[config.mk]
export PLATFORM = sky130hd
export DESIGN_NAME = cc_fill_deserializer_flat
export DESIGN_NICKNAME = d
export VERILOG_FILES = /design/src/rtl/cc_fill_deserializer_if.sv /design/src/rtl/cc_fill_deserializer.sv /design/src/flat_wrapper.sv
export SDC_FILE = /design/constraint.sdc
export NUM_CORES = 2
export LEC_CHECK = 0
export BUFFER_PORTS_ARGS = -buffer_cell sky130_fd_sc_hd__buf_2
export CAP_MARGIN = 20
export CORE_MARGIN = 3
export CORE_UTILIZATION = 58
export DETAILED_ROUTE_END_ITERATION = 8
export PLACE_DENSITY = 0.8
export SLEW_MARGIN = 30
export SYNTH_ARGS = -nofsm -noshare
export SYNTH_HDL_FRONTEND = slang
export SYNTH_SLANG_ARGS = --single-unit
[constraint.sdc]
create_clock -name clk -period 35.2 [get_ports clk]
set_input_delay 0 -clock clk [delete_from_list [all_inputs] [get_ports clk]]
set_output_delay 0 -clock clk [all_outputs]
set_load 0.01 [all_outputs]
[src/rtl/cc_fill_deserializer_if.sv]
// Bundle of the refill deserializer's external signals: miss-descriptor push
// side, snooped AXI R channel, line-write output and status.
//   master : environment side (miss handler, memory R channel, cache array)
//   slave  : the deserializer itself
interface cc_fill_deserializer_if #(
  parameter int ADDR_W = 26
);
  logic                miss_wren_i;
  logic [ADDR_W+2:0]   miss_wdata_i;
  logic                miss_fifo_afull_o;
  logic                miss_fifo_empty_o;
  logic [63:0]         mem_rdata_i;
  logic                mem_rlast_i;
  logic                mem_rvalid_i;
  logic                mem_rready_i;
  logic                fill_wren_o;
  logic [ADDR_W-1:0]   fill_addr_o;
  logic [511:0]        fill_wdata_o;
  logic                busy_o;
  logic                err_o;

  modport master (
    output miss_wren_i, miss_wdata_i,
    output mem_rdata_i, mem_rlast_i, mem_rvalid_i, mem_rready_i,
    input  miss_fifo_afull_o, miss_fifo_empty_o,
    input  fill_wren_o, fill_addr_o, fill_wdata_o,
    input  busy_o, err_o
  );

  modport slave (
    input  miss_wren_i, miss_wdata_i,
    input  mem_rdata_i, mem_rlast_i, mem_rvalid_i, mem_rready_i,
    output miss_fifo_afull_o, miss_fifo_empty_o,
    output fill_wren_o, fill_addr_o, fill_wdata_o,
    output busy_o, err_o
  );
endinterface

[src/rtl/cc_fill_deserializer.sv]
// Cache-miss refill deserializer. Snoops the memory R channel, reassembles an
// 8-beat critical-word-first wrap burst into a 512-bit line in natural word
// order and issues one single-cycle line write to the cache array.
// Ports:
//   clk  : clock, rising edge
//   rst  : asynchronous active-high reset
//   bus  : cc_fill_deserializer_if.slave
//          miss_wren_i/miss_wdata_i   push {line_addr, word_offset}
//          miss_fifo_afull_o/empty_o  descriptor FIFO status
//          mem_r*_i                   snooped R channel (never back-pressured)
//          fill_wren_o/addr_o/wdata_o line write (1-cycle strobe, held data)
//          busy_o                     collecting a burst
//          err_o                      sticky protocol error
//
// state   | meaning
// IDLE    | waiting for the first (critical) beat of a burst
// COLLECT | beats 1..7 of the current burst being assembled
module cc_fill_deserializer #(
  parameter int ADDR_W          = 26,
  parameter int MISS_FIFO_DEPTH = 4,
  parameter int AFULL_LEVEL     = 2
) (
  input  logic                   clk,
  input  logic                   rst,
  cc_fill_deserializer_if.slave  bus
);

  localparam int PTR_W = $clog2(MISS_FIFO_DEPTH);
  localparam int CNT_W = PTR_W + 1;

  typedef enum logic {IDLE, COLLECT} state_t;

  // Miss-descriptor FIFO
  logic [ADDR_W+2:0] fifo_mem [MISS_FIFO_DEPTH];
  logic [PTR_W-1:0]  wr_ptr, rd_ptr;
  logic [CNT_W-1:0]  fifo_cnt;
  logic              fifo_empty, fifo_full;
  logic              push_ok, push_drop, pop;
  logic [ADDR_W-1:0] head_addr;
  logic [2:0]        head_off;

  // Assembly and control
  state_t            state_q, state_d;
  logic [2:0]        cnt_q, cnt_d;
  logic [ADDR_W-1:0] addr_q, addr_d;
  logic [2:0]        off_q, off_d;
  logic [7:0][63:0]  asm_q, asm_d;
  logic [2:0]        wr_idx;
  logic              beat, complete, proto_err;

  // Output register, independent of the assembly buffer
  logic              fill_wren_q;
  logic [ADDR_W-1:0] fill_addr_q;
  logic [7:0][63:0]  fill_data_q;
  logic              err_q;

  assign fifo_empty = (fifo_cnt == '0);
  assign fifo_full  = (fifo_cnt == CNT_W'(MISS_FIFO_DEPTH));
  // A push into a full FIFO is dropped even if a pop happens that cycle.
  assign push_ok    = bus.miss_wren_i & ~fifo_full;
  assign push_drop  = bus.miss_wren_i & fifo_full;
  assign head_addr  = fifo_mem[rd_ptr][ADDR_W+2:3];
  assign head_off   = fifo_mem[rd_ptr][2:0];

  always_ff @(posedge clk or posedge rst) begin
    if (rst) begin
      wr_ptr   <= '0;
      rd_ptr   <= '0;
      fifo_cnt <= '0;
    end else begin
      if (push_ok) wr_ptr <= wr_ptr + 1'b1;
      if (pop)     rd_ptr <= rd_ptr + 1'b1;
      case ({push_ok, pop})
        2'b10:   fifo_cnt <= fifo_cnt + 1'b1;
        2'b01:   fifo_cnt <= fifo_cnt - 1'b1;
        default: fifo_cnt <= fifo_cnt;
      endcase
    end
  end

  always_ff @(posedge clk) begin
    if (push_ok) fifo_mem[wr_ptr] <= bus.miss_wdata_i;
  end

  assign beat = bus.mem_rvalid_i & bus.mem_rready_i;

  always_comb begin
    state_d   = state_q;
    cnt_d     = cnt_q;
    addr_d    = addr_q;
    off_d     = off_q;
    asm_d     = asm_q;
    pop       = 1'b0;
    complete  = 1'b0;
    proto_err = 1'b0;
    wr_idx    = off_q + cnt_q;   // 3-bit wrap gives the critical-word-first order
    case (state_q)
      IDLE: begin
        if (beat) begin
          if (!fifo_empty) begin
            pop           = 1'b1;
            addr_d        = head_addr;
            off_d         = head_off;
            asm_d[head_off] = bus.mem_rdata_i;
            if (bus.mem_rlast_i) begin
              proto_err = 1'b1;
            end else begin
              state_d = COLLECT;
              cnt_d   = 3'd1;
            end
          end else begin
            proto_err = 1'b1;
          end
        end
      end
      COLLECT: begin
        if (beat) begin
          asm_d[wr_idx] = bus.mem_rdata_i;
          if (cnt_q == 3'd7) begin
            // Eight beats always close the line; a missing rlast is flagged
            // but the data is still written.
            complete = 1'b1;
            state_d  = IDLE;
            cnt_d    = 3'd0;
            if (!bus.mem_rlast_i) proto_err = 1'b1;
          end else if (bus.mem_rlast_i) begin
            proto_err = 1'b1;
            state_d   = IDLE;
            cnt_d     = 3'd0;
          end else begin
            cnt_d = cnt_q + 3'd1;
          end
        end
      end
      default: state_d = IDLE;
    endcase
  end

  always_ff @(posedge clk or posedge rst) begin
    if (rst) begin
      state_q     <= IDLE;
      cnt_q       <= 3'd0;
      addr_q      <= '0;
      off_q       <= 3'd0;
      asm_q       <= '0;
      fill_wren_q <= 1'b0;
      fill_addr_q <= '0;
      fill_data_q <= '0;
      err_q       <= 1'b0;
    end else begin
      state_q     <= state_d;
      cnt_q       <= cnt_d;
      addr_q      <= addr_d;
      off_q       <= off_d;
      asm_q       <= asm_d;
      fill_wren_q <= complete;
      if (complete) begin
        fill_addr_q <= addr_q;
        fill_data_q <= asm_d;   // includes the completing beat
      end
      err_q <= err_q | proto_err | push_drop;
    end
  end

  assign bus.miss_fifo_empty_o = fifo_empty;
  assign bus.miss_fifo_afull_o = (fifo_cnt >= CNT_W'(AFULL_LEVEL));
  assign bus.fill_wren_o       = fill_wren_q;
  assign bus.fill_addr_o       = fill_addr_q;
  assign bus.fill_wdata_o      = fill_data_q;
  assign bus.busy_o            = (state_q == COLLECT);
  assign bus.err_o             = err_q;

endmodule

[src/flat_wrapper.sv]
// flat-port wrapper written by rule: the top's interface ports become plain ports
module cc_fill_deserializer_flat 
#(
  parameter int ADDR_W          = 26,
  parameter int MISS_FIFO_DEPTH = 4,
  parameter int AFULL_LEVEL     = 2
)
  (clk, rst, bus_miss_wren_i, bus_miss_wdata_i, bus_mem_rdata_i, bus_mem_rlast_i, bus_mem_rvalid_i, bus_mem_rready_i, bus_miss_fifo_afull_o, bus_miss_fifo_empty_o, bus_fill_wren_o, bus_fill_addr_o, bus_fill_wdata_o, bus_busy_o, bus_err_o);
  cc_fill_deserializer_if #(.ADDR_W(ADDR_W)) bus_i ();
  input  logic clk;
  input  logic rst;
  input wire logic [$bits(bus_i.miss_wren_i)-1:0] bus_miss_wren_i;
  input wire logic [$bits(bus_i.miss_wdata_i)-1:0] bus_miss_wdata_i;
  input wire logic [$bits(bus_i.mem_rdata_i)-1:0] bus_mem_rdata_i;
  input wire logic [$bits(bus_i.mem_rlast_i)-1:0] bus_mem_rlast_i;
  input wire logic [$bits(bus_i.mem_rvalid_i)-1:0] bus_mem_rvalid_i;
  input wire logic [$bits(bus_i.mem_rready_i)-1:0] bus_mem_rready_i;
  output wire logic [$bits(bus_i.miss_fifo_afull_o)-1:0] bus_miss_fifo_afull_o;
  output wire logic [$bits(bus_i.miss_fifo_empty_o)-1:0] bus_miss_fifo_empty_o;
  output wire logic [$bits(bus_i.fill_wren_o)-1:0] bus_fill_wren_o;
  output wire logic [$bits(bus_i.fill_addr_o)-1:0] bus_fill_addr_o;
  output wire logic [$bits(bus_i.fill_wdata_o)-1:0] bus_fill_wdata_o;
  output wire logic [$bits(bus_i.busy_o)-1:0] bus_busy_o;
  output wire logic [$bits(bus_i.err_o)-1:0] bus_err_o;
  assign bus_i.miss_wren_i = bus_miss_wren_i;
  assign bus_i.miss_wdata_i = bus_miss_wdata_i;
  assign bus_i.mem_rdata_i = bus_mem_rdata_i;
  assign bus_i.mem_rlast_i = bus_mem_rlast_i;
  assign bus_i.mem_rvalid_i = bus_mem_rvalid_i;
  assign bus_i.mem_rready_i = bus_mem_rready_i;
  assign bus_miss_fifo_afull_o = bus_i.miss_fifo_afull_o;
  assign bus_miss_fifo_empty_o = bus_i.miss_fifo_empty_o;
  assign bus_fill_wren_o = bus_i.fill_wren_o;
  assign bus_fill_addr_o = bus_i.fill_addr_o;
  assign bus_fill_wdata_o = bus_i.fill_wdata_o;
  assign bus_busy_o = bus_i.busy_o;
  assign bus_err_o = bus_i.err_o;
  cc_fill_deserializer #(.ADDR_W(ADDR_W), .MISS_FIFO_DEPTH(MISS_FIFO_DEPTH), .AFULL_LEVEL(AFULL_LEVEL)) u_core (.clk(clk), .rst(rst), .bus(bus_i));
endmodule
# After elaboration in Yosys (flattened, before gate mapping)
# Memory sizes are Yosys's and may differ from the RTL's.
# Cells that the tools add are included.
# op_classes
n_addsub,6
order_cmp,5
n_eq_ne,8
muxes,38
bitwise_logic,8
reduce_logical,6
# op_table
operator,n
two-way mux 512 bit,3
bitwise mux 512 bit,2
case mux 512 bit (2 select lines),1
demux 64 bit (select 3 bit),2
two-way mux 64 bit,2
two-way mux 1 bit,18
two-way mux 3 bit,6
case mux 3 bit (2 select lines),2
less-than comparator 3 x 4 -> 1 bit (second input constant),2
adder 3 x 1 -> 3 bit (second input constant),2
equality test 3 bit (second input constant),2
greater-or-equal comparator 3 x 1 -> 1 bit (second input constant),2
!= test 2 bit (second input constant),3
adder 2 x 1 -> 2 bit (second input constant),2
case mux 1 bit (2 select lines),2
AND reduction 4 bit,1
adder 3 bit,1
AND 1 bit,3
greater-or-equal comparator 3 x 2 -> 1 bit (second input constant),1
logical NOT 3 bit,1
NOT 1 bit,3
AND reduction 3 bit,1
subtractor 3 x 1 -> 3 bit (second input constant),1
equality test 2 x 1 -> 1 bit (second input constant),1
5 further kinds,7
# word_totals
register_bits,1092
ramBits,116
inputBits,99
elab_cells,98
mem_count,1
# mem_list
name,words,word_bits,rd,rd_ports_with_merged_regs,write_ports,line_no,source
u_core.fifo_mem,4,29,1,0,1,cc_fill_deserializer.sv:34,logic [ADDR_W+2:0] fifo_mem [MISS_FIFO_DEPTH];

# Longest topological paths before layout
# An unclocked memory read counts as a cell.
# depth
word_depth,9
ltp_mapped,10

# Worst setup path after synthesis
# Ideal clock, no wire load.
# synth_timing
path_kind,reg2reg
start,register u_core.state_q (netlist: u_core.bus.busy_o)
end,register u_core.fifo_cnt[2]
setup_ps,79
t_arrival_ps,2465
t_required_ps,35121
path_slack_ps,32656
stages_incl_launch_ff,10
n_path_buf,2
synth_period_minus_slack_ps,2544
cell_sequence,dfrtp_1 buf_2 nor3_1 clkbuf_1 ha_1 inv_1 fa_1 xor2_1 nor2_1 xor2_1
# synth_between
elab_chain_cells,3
word_cells_on_any_way,5
# synth_lines
element,line_no,source
start: declaration,cc_fill_deserializer.sv:43,"state_t state_q, state_d;"
start signal: assignment,cc_fill_deserializer.sv:151,state_q <= state_d;
two-way mux 1 bit *,cc_fill_deserializer.sv:97,case (state_q)
via u_core.pop,cc_fill_deserializer.sv:38,"logic push_ok, push_drop, pop;"
equality test 2 x 1 -> 1 bit / equality test 2 bit (equally long branches),cc_fill_deserializer.sv:73,"case ({push_ok, pop})"
case mux 3 bit (2 select lines) / nonzero test 2 bit (equally long branches),-,
end signal: assignment,cc_fill_deserializer.sv:74,2'b10: fifo_cnt <= fifo_cnt + 1'b1;
end signal: assignment,cc_fill_deserializer.sv:75,2'b01: fifo_cnt <= fifo_cnt - 1'b1;
end signal: assignment,cc_fill_deserializer.sv:76,default: fifo_cnt <= fifo_cnt;
end: declaration,cc_fill_deserializer.sv:36,logic [CNT_W-1:0] fifo_cnt;
# The timed path passes the listed nets; every way through them passes the cells marked *.
# A chain may end at the register's enable or synchronous reset.

# Worst setup path in the final report
# layout_timing
start,register u_core.state_q (netlist: u_core.bus.busy_o)
end,"register u_core.fill_data_q, in the netlist u_core.bus.fill_wdata_o[285]"
# layout_between
elab_chain_cells,2
word_cells_on_any_way,3
# layout_lines
element,line_no,source
NOT 1 bit,cc_fill_deserializer.sv:97,
case mux 512 bit (2 select lines),cc_fill_deserializer.sv:97,
end signal: assignment,cc_fill_deserializer.sv:159,fill_data_q <= asm_d;
end: declaration,cc_fill_deserializer.sv:54,logic [7:0][63:0] fill_data_q;
# Parallel ways exist; a longest one is shown, timed or not.

==> summary.md <==
| Metric | Value |
|---|---|
| Routed Antenna Nets | 0 |
| NetSw | ~0.0011 W |
| Post-detail-place hpwl | 89.9 mm |
| WP data arrival | a little over 5 ns |
| Largest net degree at the start of global routing | between 150 and 200 |
| Hold Slack | between 0.05 and 0.06 ns |
| Worst-Margin Slew | 1.03 ns |
| Top FF cell, synth | dfrtp_1 |
| Setup WS pre-CTS | about 31 ns |
| Mean Syn Cell Area | 12.5 sq um |
| GP Congestion | ~0.85 |
| Fmax | ~220 MHz |
| CP startpoint kind | flip-flop |
| Max-cap viol count | 0 |
| LEAKAGE | 27.1 nW |
| Final setup TNS | 0 ns |
| DP Area | 52700 sq um |
| Routed WL | 152 mm |
| Ratio of cells with drive above 1 in the final layout | about a third |
| Die area | 88000 sq um |
| Core area | 82900 sq um |
| CTS Buf Count | 115 |
| Switch share | 28.0% |
| Final Cell Area | 57600 sq um |
| GRT Util Overall | 33.8% |
| Vias per cell | 6.30 |
| IO Port Bufs | about 640 |
| Wire per inst | 26.6 um |
| CTS resizes | 0 |
| Kind of critical path | reg -> reg |
| Fin Clk Skew | 0.0535 ns |
| FF-to-FF path depth | 8 |
| Rel. slew slack | a little under a third |
| Int Power | 0.00289 W |
| Via Count | 35900 |
| Iteration-0 DRC Markers | around 3700 |
| Hold Path Stages | 2 |
| Pins Over Slew Limit | 0 |
| Post-route clock period utilization | 12.7% |
| Clock transition at path regs | 0.07 ns |
| CTS tree | yes |
| Commonest non-fill, non-tap cell in the layout | dfrtp_1 |
| Residual DRC count | 0 |
| Synth warn | 0 |
| Layout Area Growth over Synthesis | 17.6% |
| Die W | approximately 300 um |
| Sequential share of the synthesized area | between 60% and 70% |
| CP Capture Type | flip-flop |
| Vias in the first global route | 36100 |
| Synth Register Bits | about 1200 |
| Initial antenna violation count | 6 |
| Starting Density | 59.1% |
| Final critical-path required period | 4.47 ns |
| Clock power share | 31.2% |
| Clk root buf | clkbuf_16 |
| Reg2reg setup slack | 30.73 ns |
| Num rows | approximately 110 |
| Final setup margin | 30.73 ns |
| Hold Path Class | in -> reg |
| RSZ-0062 raised after global routing | false |
| Hold Fails Final Rpt | 0 |
| Maximum root-to-sink buffer count | 3 |
| Setup Buffers After CTS | 0 |
| Worst VDD drop | 55.4 uV |
| Synth async-reset ratio | 90.4% |
| Total grt overflow | 0 |
| # setup viols final | 0 |
| Syn nets | a little over 4000 |
| Post-synth EDFFs | approximately 120 |
| Filler instances | 5618 |
| Most frequent cells in the layout | dfrtp_1, buf_2, nand2_1, a22oi_1, mux2_2 |
| Status | finished, final reports clean |
| Pre-Repair DR Iteration Count | 6 |
| Htree depth | 3 |
| PwrDens | 69.8 nW/um^2 |
| Post-Syn Instances | 3916 |
| Chip Height | 297 um |
| CTS Hold Buffers Added | 103 |
| Global-route wire length before repair | 224 mm |
| Nets | 4585 |
| Distinct cells, synth | 42 |
| # IOs | 642 |
| Clock sinks | 1208 |
| Worst-Skew Late Latency | 0.70 ns |
| Cell Area, Synth | 49000 sq um |
| Combinational power share | 19.4% |
| Worst Path Max Fanout | ~100 |
| CP Data Required Time | 35.77 ns |
| Reg power frac | 49.4% |
## layout make-up
type | count | area [sq um] | area share [%]
Clock buffer | 168 | 3280 | 5.69
Timing Repair Buffer | 807 | 4870 | 8.46
Inverter | 16 | 75.1 | 0.130
Multi-Input combinational cell | 2327 | 16600 | 28.8
Antenna cell | 4 | 10.0 | 0.0174
Clock inverter | 39 | 544 | 0.945
Sequential cell | 1208 | 30800 | 53.5
Tap cell | 1123 | 1410 | 2.44
## path summary, 6_finish.rpt
path / start / end
hold reg to reg: u_core.asm_q[479] / u_core.bus.fill_wdata_o[479]
min in group asynchronous: rst / u_core.bus.fill_wdata_o[241]
setup / recovery: u_core.bus.busy_o / u_core.bus.fill_wdata_o[285]
hold / removal: bus_miss_wdata_i[12] / u_core.fifo_mem[3][12]
max in group asynchronous: rst / u_core.bus.fill_wdata_o[406]
setup reg to reg: u_core.bus.busy_o / u_core.bus.fill_wdata_o[285]
## per-layer routing
layer	share of wire, %	track usage, %	wire length [um]	vias to the layer above
li1	-	-	-	15100
met1	37	43.4	56300	18300
met2	48	54.0	72000	2020
met3	10	8.61	15200	409
met4	5.3	17.2	7980	4
met5	0.014	0	21	-
## cells in the mapped netlist, types with 2 or more instances
| library cell | n | area (sq um) |
|---|---|---|
| fa_1 | 2 | 40.0 |
| and2_0 | 7 | 43.8 |
| buf_2 | 41 | 205 |
| xor2_1 | 3 | 26.3 |
| nor3_1 | 10 | 50.1 |
| and2_1 | 62 | 388 |
| clkbuf_1 | 268 | 1010 |
| o21bai_1 | 2 | 15.0 |
| nand2_1 | 596 | 2240 |
| nand4_1 | 2 | 12.5 |
| mux2i_1 | 6 | 60.1 |
| mux2_4 | 20 | 300 |
| mux2_1 | 26 | 293 |
| nand3_1 | 130 | 651 |
| a22oi_1 | 507 | 3810 |
| a22o_1 | 2 | 17.5 |
| nor2b_1 | 2 | 12.5 |
| nor2_1 | 4 | 15.0 |
| dfrtp_1 | 1092 | 27300 |
| a21oi_4 | 4 | 65.1 |
| edfxtp_1 | 116 | 3480 |
| nor3_2 | 2 | 20.0 |
| a21oi_2 | 4 | 35.0 |
| o21ai_0 | 389 | 1950 |
| a31oi_1 | 2 | 12.5 |
| buf_1 | 31 | 116 |
| mux2_2 | 493 | 5550 |
| xnor2_1 | 3 | 26.3 |
| ha_1 | 9 | 113 |
| buf_6 | 25 | 282 |
| inv_1 | 16 | 60.1 |
| mux4_2 | 29 | 653 |
| or3_1 | 2 | 12.5 |
## metrics by stage
step           total power, W  utilization (%)  cells
2_1_floorplan         0.00251                -   3916
6_report              0.00402             69.5   5692
3_3_place_gp          0.00268             63.4   5373
3_5_place_dp          0.00274             63.5   5376
5_1_grt               0.00417             69.5   5692
4_1_cts               0.00401             69.4   5686
## cell families after synthesis
kind of cell             Yosys count  synth area share, %
multiplexers                     574                 14.0
AND/OR/NAND/NOR                  821                 7.15
adder cells (fa/ha/maj)           11                0.311
buffers and inverters            381                 3.41
flip-flops                      1208                 62.9
AO/OA/AOI/OAI                    913                 12.1
XOR/XNOR                           8                0.202
## power groups by stage
stage | Sequential, W | Combinational [W] | Clock (W)
floorplan | 0.00194 | 0.000568 | 0
global placement | 0.00197 | 0.000717 | 0
detailed placement | 0.00199 | 0.000751 | 0
CTS | 0.00197 | 0.000773 | 0.00126
global route | 0.00202 | 0.000831 | 0.00132
finish | 0.00198 | 0.000781 | 0.00125
## flip-flops by register name, summed over array words and instances (netlist names), 2 cells and up
signal                   flops
u_core.fifo_mem            116
u_core.asm_q               512
u_core.wr_ptr                2
u_core.off_q                 3
u_core.fifo_cnt              3
u_core.addr_q               26
u_core.bus.fill_wdata_o    512
u_core.rd_ptr                2
u_core.cnt_q                 3
u_core.bus.fill_addr_o      26
## critical path, cell delays in order (launching register included)
cell and delay, ns:
dfrtp_1 0.65, nand4_1 0.41, inv_8 0.40, buf_16 0.39
buf_4 0.74, buf_4 0.87, and2_1 0.44, a22oi_1 0.13
o21ai_0 0.15
(Power assumes the default switching activity.)
